**config.mk**
```make
export PLATFORM = sky130hd
export DESIGN_NAME = proj_minhash_sig
export DESIGN_NICKNAME = d
export VERILOG_FILES = /design/src/rtl/proj_minhash_sig.sv
export SDC_FILE = /design/constraint.sdc
export NUM_CORES = 1
export LEC_CHECK = 0
export CAP_MARGIN = 10
export CORE_AREA = 5 5 121 94
export CTS_CLUSTER_DIAMETER = 30
export DETAILED_ROUTE_END_ITERATION = 8
export DIE_AREA = 0 0 126 99
export GPL_ROUTABILITY_DRIVEN = 0
export PLACE_DENSITY_LB_ADDON = 0.08
export SLEW_MARGIN = 0
export SYNTH_ARGS = -nofsm -noshare
export SYNTH_HDL_FRONTEND = slang
export SYNTH_SLANG_ARGS = --single-unit
```
**constraint.sdc**
```tcl
create_clock -name in_clk -period 5.1 [get_ports in_clk]
set_input_delay 1.02 -clock in_clk [delete_from_list [all_inputs] [get_ports in_clk]]
set_output_delay 1.02 -clock in_clk [all_outputs]
set_load 0.005 [all_outputs]
```
**src/rtl/proj_minhash_sig.sv**
```systemverilog
// MinHash signature generator: sweeps the feature-map RAM once per start and keeps,
// per hash lane, the minimum hash over all addresses that hold nonzero data.
module proj_minhash_sig #(
    parameter int ENTRIES   = 32,
    parameter int DATA_BITS = 8,
    parameter int NUM_HASH  = 4,
    parameter int HASH_BITS = 16,
    localparam int ADDR_BITS = $clog2(ENTRIES)
) (
    input  logic                          in_clk,
    input  logic                          in_rst,
    input  logic                          in_start,
    output logic                          out_busy,
    output logic [ADDR_BITS-1:0]          out_ram_addr,
    output logic                          out_ram_we,
    input  logic [DATA_BITS-1:0]          in_ram_rdata,
    output logic                          out_sig_valid,
    input  logic                          in_sig_ready,
    output logic [NUM_HASH*HASH_BITS-1:0] out_sig,
    output logic                          out_empty
);

    typedef enum logic [1:0] {
        IDLE,
        READ,
        DRAIN,
        OUT
    } state_t;

    localparam logic [ADDR_BITS-1:0] LAST_ADDR = ADDR_BITS'(ENTRIES - 1);

    state_t                 state;
    logic [ADDR_BITS-1:0]   addr;
    logic [ADDR_BITS-1:0]   addr_d;
    logic                   pending;
    logic                   empty_q;
    logic                   sig_valid_q;
    logic                   busy_q;
    logic [HASH_BITS-1:0]   min_q [NUM_HASH];
    logic [HASH_BITS-1:0]   hash  [NUM_HASH];
    logic [HASH_BITS-1:0]   addr_ext;

    // Hashes are computed for the address whose data is arriving this cycle.
    assign addr_ext = HASH_BITS'(addr_d);

    for (genvar k = 0; k < NUM_HASH; k++) begin : g_lane
        localparam logic [HASH_BITS-1:0] MUL = HASH_BITS'(2 * k + 1);
        localparam logic [HASH_BITS-1:0] ADD = HASH_BITS'(3 * k + 1);
        assign hash[k] = MUL * addr_ext + ADD;
        assign out_sig[k*HASH_BITS +: HASH_BITS] = min_q[k];
    end

    assign out_ram_addr  = addr;
    assign out_ram_we    = 1'b0;
    assign out_sig_valid = sig_valid_q;
    assign out_busy      = busy_q;
    assign out_empty     = empty_q;

    always_ff @(posedge in_clk) begin
        if (in_rst) begin
            state       <= IDLE;
            addr        <= '0;
            addr_d      <= '0;
            pending     <= 1'b0;
            empty_q     <= 1'b1;
            sig_valid_q <= 1'b0;
            busy_q      <= 1'b0;
            // NOTE: the minima are plain flops, so they are reset here; an empty set must read as all-ones.
            for (int k = 0; k < NUM_HASH; k++) begin
                min_q[k] <= '1;
            end
        end else begin
            pending <= 1'b0;

            if (pending && in_ram_rdata != '0) begin
                empty_q <= 1'b0;
                for (int k = 0; k < NUM_HASH; k++) begin
                    if (hash[k] < min_q[k]) begin
                        min_q[k] <= hash[k];
                    end
                end
            end

            case (state)
                IDLE: begin
                    if (in_start) begin
                        state   <= READ;
                        addr    <= '0;
                        busy_q  <= 1'b1;
                        empty_q <= 1'b1;
                        for (int k = 0; k < NUM_HASH; k++) begin
                            min_q[k] <= '1;
                        end
                    end
                end
                READ: begin
                    pending <= 1'b1;
                    addr_d  <= addr;
                    if (addr == LAST_ADDR) begin
                        addr  <= '0;
                        state <= DRAIN;
                    end else begin
                        addr <= addr + ADDR_BITS'(1);
                    end
                end
                DRAIN: begin
                    state       <= OUT;
                    sig_valid_q <= 1'b1;
                end
                OUT: begin
                    if (in_sig_ready) begin
                        state       <= IDLE;
                        sig_valid_q <= 1'b0;
                        busy_q      <= 1'b0;
                    end
                end
                default: state <= IDLE;
            endcase
        end
    end

endmodule

```
## After elaboration in Yosys (flattened, before gate mapping)

Memory sizes are Yosys's and may differ from the RTL's.
Index checks and enable logic that the tools add are counted.

- Bits in writable memories: 64
- Input port bits: 12
- Memories: 1
- Flip-flop bits (word level): 16

Memory list:

| memory | depth | width | read ports | clocked after Yosys merged registers in | write ports | RTL line | RTL |
|---|---|---|---|---|---|---|---|
| min_q | 4 | 16 | 4 | 0 | 4 | 39 | `logic [HASH_BITS-1:0] min_q [NUM_HASH];` |

- Muxes and demuxes: 45
- $add $sub $neg: 5
- Reduce and logical (&&, ||, !) cells: 10
- Order comparisons: 4
- Bitwise operators: 8
- Multiply operators: 3
- Equal/unequal tests: 7

Operators with widths:

| operator | number |
|---|---|
| $mux W16 | 8 |
| $lt A9 B16 Y1 | 2 |
| $mux W1 | 28 |
| $lt A6 B16 Y1 | 1 |
| $lt A8 B16 Y1 | 1 |
| $mul A3 B5 Y8 const A | 2 |
| $mux W5 | 2 |
| $pmux W5 S2 | 1 |
| $add A8 B3 Y9 const B | 1 |
| $add A8 B4 Y9 const B | 1 |
| $add A7 B3 Y8 const B | 1 |
| $or A1 B1 Y1 | 8 |
| $pmux W2 S4 | 1 |
| $reduce_bool A8 Y1 | 1 |
| $mul A2 B5 Y7 const A | 1 |
| $add A5 B1 Y6 const B | 1 |
| $mux W2 | 3 |
| $ne A2 B2 Y1 const B | 3 |
| $reduce_and A3 Y1 | 2 |
| $reduce_bool A2 Y1 | 3 |
| $add A5 B1 Y5 const B | 1 |
| $eq A5 B5 Y1 const B | 1 |
| $eq A2 B2 Y1 const B | 2 |
| $pmux W1 S2 | 2 |
| 4 further kinds | 5 |

## Longest topological paths before layout

Gate-level depths: netlist (run 1).

- Word-level depth: 9
- Gate-level depth with buffers: 18
- Gate-level depth less buffers: 16

## Least setup slack after synthesis (run 1)

OpenSTA, ideal clock, no wires.

- Path type: register -> register
- Start point: register addr_d[0]
- End point: memory min_q[3][3]
- Cell stages (with the launch flop): 17
- Buffers on the path: 2
- Library setup time: 0.141 ns
- Required time: 4.959 ns
- Data arrival time: 3.800 ns
- Setup slack: 1.159 ns
- Cells stage by stage: dfxtp_1 -> buf_2 -> inv_1 -> fa_1 -> inv_1 -> ha_1 -> fa_1 -> a21o_1 -> a21oi_1 -> nor2b_1 -> o21a_1 -> ha_1 -> and4b_1 -> o2111a_1 -> a211oi_2 -> buf_2 -> o211ai_1

RTL lines:

| what | RTL line | RTL |
|---|---|---|
| start, declared | 34 | `logic [ADDR_BITS-1:0] addr_d;` |
| start signal, assigned | 98 | `addr_d <= addr;` |
| end, declared | 39 |  |

==> out/metrics.cfg, run 1 <==
[drt]
via_per_inst = 4.89
ant_nets = 0
vias = 3011
wl_per_cell_um = 14.3
firstDrtPassIters = 4
drcViolationCount = 0
initialDrtViolationCount = 96
wl_mm = 8.78

[setup_path]
cp-end-kind = flip-flop
required_ps = 5320
crit_arrival_ps = 4620
cp-start-kind = flip-flop
crit_fanout = 14
critPathKind = reg2reg

[clocking]
clk_latency_ps = 300
cts_buffers = 5
clk_pin_slew_ps = 70
cts_setup_buffers = 0
cts_root_buf = clkbuf_16
cts_tree = built
holdBufCountCts = 0
cts_sinks = 52
ctsResizeCount = 0
max-clock-path-buffers = 2
h-tree-depth = 2

[floorplanning]
dieArea_um2 = 12500
start_util_pct = 38.8
die_w_um = 126
placementRows = 32
ioPinCount = 85
core_um2 = 10100
fp.dieH_um = 99

[sta]
skew_ps = 6.67
tns_ps = 0
drv_slew = 0
grt_setup_unrepaired = no
min_period_over_period_pct = 86.2
tightest_slew_ps = 524
maxSlewHeadroom_pct = 65.0
finalSetupViolations = 0
finalHoldViolations = 0
max_freq_ghz = 0.227
finalCriticalPeriod_ps = 4400

[synth]
synth.avg_cell_area_um2 = 9.21
yosys.cell_types.count = 52
synth_fp_nets = 507
synth_ff_type = dfxtp_1
ys_seq_area_share_pct = 31.2
synth_edf_count = 18
netlist_instances = 425
async_flop_share_pct = 0
ys_ff_latch = 52
ys_warn_count = 0
synth_area_um2 = 3910

[pwr]
totalPowerFinal_mw = 1.60
power.density_nw_per_um2 = 330
leakage_nw = 2.37
vdd_drop_max_uv = 208

[finish]
n_antenna_cell = 0
drive_above_1_share_pct = 4.38
final_area_um2 = 4830
synthToLayoutAreaGrowth_pct = 23.6
final_nets = 561

[job]
drv_cap = 0

[grt]
grt_overflow = 0
grt.total_usage_pct = 14.7
grt_pass1_vias = 3053
grt_antenna_before_repair = 0
grt_max_degree = 27
grt_first_pass_wirelength_mm = 15.2

[hold_path]
hold_path.class = reg2reg

[placed_design]
dpl_cell_area_um2 = 4680
hpwl_mm = 6.84
portBuffers = 83

[outcome]
status = finished, final reports clean

-- cell usage in the layout, fill, tap and decap left out, types with 2 or more instances in the layout --
| cell type | synthesis | layout |
|---|---|---|
| xnor2_1 | 7 | 7 |
| o21ai_1 | 10 | 10 |
| inv_1 | 53 | 53 |
| and4b_1 | 2 | 2 |
| a21oi_1 | 17 | 17 |
| a32oi_1 | 2 | 2 |
| o21a_1 | 3 | 3 |
| fa_1 | 7 | 7 |
| o2111ai_1 | 2 | 2 |
| or2_2 | 2 | 2 |
| nand2b_1 | 4 | 4 |
| a2111oi_1 | 5 | 5 |
| or4_4 | 2 | 2 |
| buf_4 | 29 | 4 |
| and3_1 | 2 | 2 |
| nand3_1 | 2 | 2 |
| nor2_1 | 30 | 30 |
| xor2_1 | 5 | 5 |
| nand2_1 | 28 | 28 |
| clkbuf_8 | 0 | 2 |
| edfxtp_1 | 18 | 18 |
| dfxtp_1 | 34 | 34 |
| a21boi_0 | 2 | 2 |
| clkdlybuf4s50_1 | 0 | 83 |
| nor3b_1 | 3 | 3 |
| mux2i_1 | 7 | 7 |
| a211oi_1 | 6 | 6 |
| ha_1 | 63 | 63 |
| a21o_1 | 10 | 10 |
| o211ai_1 | 13 | 13 |
| nor3_1 | 3 | 3 |
| o21ai_0 | 16 | 16 |
| nor2b_1 | 8 | 8 |
| clkbuf_16 | 0 | 5 |
-- critical path, stage by stage (launching register included) --
cell and delay [ps]:
dfxtp_1 620, inv_1 260, fa_1 460, inv_1 60, ha_1 260, fa_1 460, a21o_1 170, a21oi_1 210
nor2b_1 70, o21a_1 190, ha_1 280, and4b_1 210, o2111a_1 140, a211oi_2 500, buf_4 260, nand2_1 60
o211ai_1 90
-- through the flow --
step | utilization [%] | std cells | setup slack (ps) | hold slack [ps]
2_1_floorplan | - | 425 | 1160 | 439
3_3_place_gp | 46.4 | 608 | 780 | 432
3_5_place_dp | 46.4 | 608 | 712 | 448
4_1_cts | 47.9 | 616 | 681 | 458
5_1_grt | 47.9 | 616 | 282 | 502
6_report | 47.9 | 616 | 701 | 453
-- final cells by class --
cell class / count / area, µm²
clock buffer: 8 / 156
fill: 986 / 5260
inverter: 54 / 203
multi-input combinational: 279 / 2220
sequential: 52 / 1220
tap: 136 / 170
timing repair buffer: 87 / 861
-- worst paths after layout --
path	from	end	slack, ps	depth (start not counted)
max reg2reg	addr_d[0]	min_q[3][5]	700	16
max	addr_d[0]	min_q[3][5]	700	16
min reg2reg	out_empty	out_empty	450	2
min	out_empty	out_empty	450	2
-- kinds of logic (layout without fill, tap and decap cells) --
family,Yosys count,after routing,share of synthesized area (%)
buf+inv,94,149,12.0
mux,7,7,1.79
xor+xnor,12,12,2.69
other cells,1,1,0.0958
simple gates,92,92,11.6
flops,52,52,31.2
compound gates,97,97,16.9
fa+ha+maj,70,70,23.7
-- where the power goes --
part           switching, mW  total (mW)  leakage, nW  internal, mW
Clock                  0.150       0.359       0.0772         0.209
Sequential            0.0707       0.601        0.433         0.531
Combinational          0.305       0.635         1.86         0.330
Total                  0.525        1.60         2.37          1.07
-- synth_stat cells, types with 8 or more instances --
master     n  share of area [%]
nor2_1    30                2.9
o21ai_0   16                2.0
edfxtp_1  18                 14
a21oi_1   17                2.2
o21ai_1   10                1.3
nand2_1   28                2.7
nor2b_1    8                1.3
o211ai_1  13                2.5
buf_4     29                5.6
inv_1     53                5.1
ha_1      63                 20
dfxtp_1   34                 17
a21o_1    10                1.9
-- registers in the layout (all words and copies together), names as in the netlist --
register and flops:
out_sig_valid 1, min_q 36, out_busy 1, state 2
out_ram_addr 5, out_empty 1, pending 1, addr_d 5
-- routing by layer --
layer / vias up / track usage [%] / share of wire (%)
met5: - / 0 / 0
met4: 0 / 2.97 / 0.93
met3: 7 / 4.93 / 6.0
met2: 68 / 22.2 / 41
met1: 1382 / 20.6 / 52
li1: 1554 / - / -
Note: power is estimated with default switching activity, not from simulation.
==> run 2: changes to the inputs <==
Settings changed: CELL_PAD_IN_SITES_DETAIL_PLACEMENT set to 2, CELL_PAD_IN_SITES_GLOBAL_PLACEMENT set to 2, CORE_AREA 5 5 121 94 to 5 5 136 106, DIE_AREA 0 0 126 99 to 0 0 141 111.
==> run 2 against run 1 <==
Effect of this change:
- sequential power about the same
- first-iteration DRC count down 40%
- die area up 25%
- core utilization down 9.5 points
- cell count up 6.0%
- clock power up 18%
- critical path depth down 2
- clock skew down 1.7 ps
- setup slack better by 37 ps
- routed wire length up 29%
- cell area up 1.8%
- critical endpoint is now min_q[3][0]
- largest power group unchanged
- highest routed layer unchanged
==> out/metrics.cfg, run 2 (synthesis gave the netlist of run 1 again) <==
[floorplanning]
placementRows = 36  ; was 32
start_util_pct = 30.6  ; was 38.8%
dieArea_um2 = 15700  ; was 12500 µm²
ioPinCount = 85  ; unchanged
die_w_um = 141  ; was 126 µm
fp.dieH_um = 111  ; was 99 µm
core_um2 = 12800  ; was 10100 µm²

[drt]
wl_mm = 11.3  ; was 8.78 mm
drcViolationCount = 0  ; unchanged
initialDrtViolationCount = 58  ; was 96
via_per_inst = 4.82  ; was 4.89
vias = 3147  ; was 3011
firstDrtPassIters = 4  ; unchanged
ant_nets = 0  ; unchanged
wl_per_cell_um = 17.4  ; was 14.3 µm

[setup_path]
crit_arrival_ps = 4530  ; was 4620 ps
critPathKind = reg2reg  ; unchanged
worst_path_most_repeated_cell = ha_1
slowest_delay_ps = 630  ; was 620 ps
required_ps = 5270  ; was 5320 ps
cpLargestDelayFamily = adder cells  ; unchanged
slowest_stage = dfxtp_1  ; unchanged
cp-end-kind = flip-flop  ; unchanged
crit_buf_inv = 2  ; was 3
reg2reg_depth = 14  ; was 16
worstPathCellList = inv_1 > fa_1 > nor2_1 > ha_1 > a211oi_1 > or3b_2 > nand3_1 > ha_1 > and4b_1 > o2111a_1 > a211oi_2 > buf_4 > mux2i_1 > nand2_1  ; was inv_1 > fa_1 > inv_1 > ha_1 > fa_1 > a21o_1 > a21oi_1 > nor2b_1 > o21a_1 > ha_1 > and4b_1 > o2111a_1 > a211oi_2 > buf_4 > nand2_1 > o211ai_1
cp-start-kind = flip-flop  ; unchanged
crit_fanout = 11  ; was 14
cp_num_cells = 14  ; was 16

[sta]
finalSetupViolations = 0  ; unchanged
max_freq_ghz = 0.229  ; was 0.227 GHz
grt_setup_unrepaired = no  ; unchanged
skew_ps = 4.95  ; was 6.67 ps
drv_slew = 0  ; unchanged
tightest_slew_ps = 586  ; was 524 ps
finalCriticalPeriod_ps = 4360  ; was 4400 ps
maxSlewHeadroom_pct = 60.9  ; was 65.0%
finalHoldViolations = 0  ; unchanged
final.setup.worst_slack_ps = 738  ; was 701 ps
min_period_over_period_pct = 85.5  ; was 86.2%
tns_ps = 0  ; unchanged
hold_ws_ps = 454  ; was 453 ps

[finish]
synthToLayoutAreaGrowth_pct = 25.7  ; was 23.6%
final_area_um2 = 4920  ; was 4830 µm²
final_cell_mix = clkdlybuf4s50_1, ha_1, inv_1, dfxtp_1, nor2_1  ; unchanged
top_register = min_q  ; unchanged
final_nets = 563  ; was 561
drive_above_1_share_pct = 4.98  ; was 4.38%
layout_commonest_cell = clkdlybuf4s50_1  ; unchanged
largest_reg_flops = 36  ; unchanged
n_antenna_cell = 0  ; unchanged

[clocking]
cts_setup_buffers = 0  ; unchanged
clk_pin_slew_ps = 70  ; about the same
cts_root_buf = clkbuf_16  ; unchanged
cts_tree = built  ; unchanged
holdBufCountCts = 0  ; unchanged
cts_buffers = 5  ; unchanged
ctsResizeCount = 0  ; unchanged
cts_sinks = 52  ; unchanged
clk_latency_ps = 300  ; about the same
max-clock-path-buffers = 2  ; unchanged
h-tree-depth = 2  ; unchanged

[pwr]
power.density_nw_per_um2 = 344  ; was 330 nW/µm²
leakage_nw = 2.40  ; was 2.37 nW
vdd_drop_max_uv = 158  ; was 208 µV
totalPowerFinal_mw = 1.69  ; was 1.60 mW

[grt]
grt.total_usage_pct = 14.6  ; was 14.7%
grt_overflow = 0  ; unchanged
grt_pass1_vias = 3470  ; was 3053
grt_max_degree = 26  ; was 27
grt_antenna_before_repair = 0  ; unchanged
grt_first_pass_wirelength_mm = 18.5  ; was 15.2 mm

[placed_design]
hpwl_mm = 8.79  ; was 6.84 mm
pre_cts_slack_ps = 749  ; was 712 ps
dpl_cell_area_um2 = 4740  ; was 4680 µm²
portBuffers = 83  ; unchanged

[hold_path]
worstHoldPathCells = 2  ; unchanged
hold_path.class = reg2reg  ; unchanged

[job]
drv_cap = 0  ; unchanged

[outcome]
status = finished, final reports clean  ; unchanged

run 2: where the power goes:
| part | total [mW] | internal (mW) | switching [mW] |
|---|---|---|---|
| sequential | 0.601 | 0.531 | 0.0709 |
| combinational | 0.668 | 0.331 | 0.337 |
| clock | 0.423 | 0.259 | 0.164 |
run 2: per-stage QoR:
step / instances / util (%)
floorplan: 425 / -
global placement: 645 / 37.0
detailed placement: 645 / 37.0
CTS: 653 / 38.5
global route: 653 / 38.5
finish: 653 / 38.5
run 2: worst min-delay path: cells and delay by family (launching register included):
family        cells  cell delay (ps)
flops             1              310
simple gates      2               90
run 2: layout make-up:
| type | instances | area, µm² |
|---|---|---|
| repair buffers | 89 | 876 |
| well taps | 171 | 214 |
| inverters | 54 | 203 |
| clock inverters | 1 | 30.0 |
| fillers | 1398 | 7870 |
| multi-input cells | 279 | 2220 |
| flip-flops and latches | 52 | 1220 |
| clock buffers | 7 | 153 |
run 2: path summary, 6_finish.rpt:
kind / startpoint / to / slack (ps)
max: addr_d[2] / min_q[3][0] / 740
min: out_empty / out_empty / 450
max reg2reg: addr_d[2] / min_q[3][0] / 740
min reg2reg: out_empty / out_empty / 450
run 2: layer usage:
metal  wire length, µm  vias to the layer above  global-route usage, %
met3               244                        8                   2.24
met1              5440                     1560                   19.4
li1                  -                     1550                      -
met2              5550                       29                   24.9
met4               103                        0                   3.10
met5                 0                        -                      0
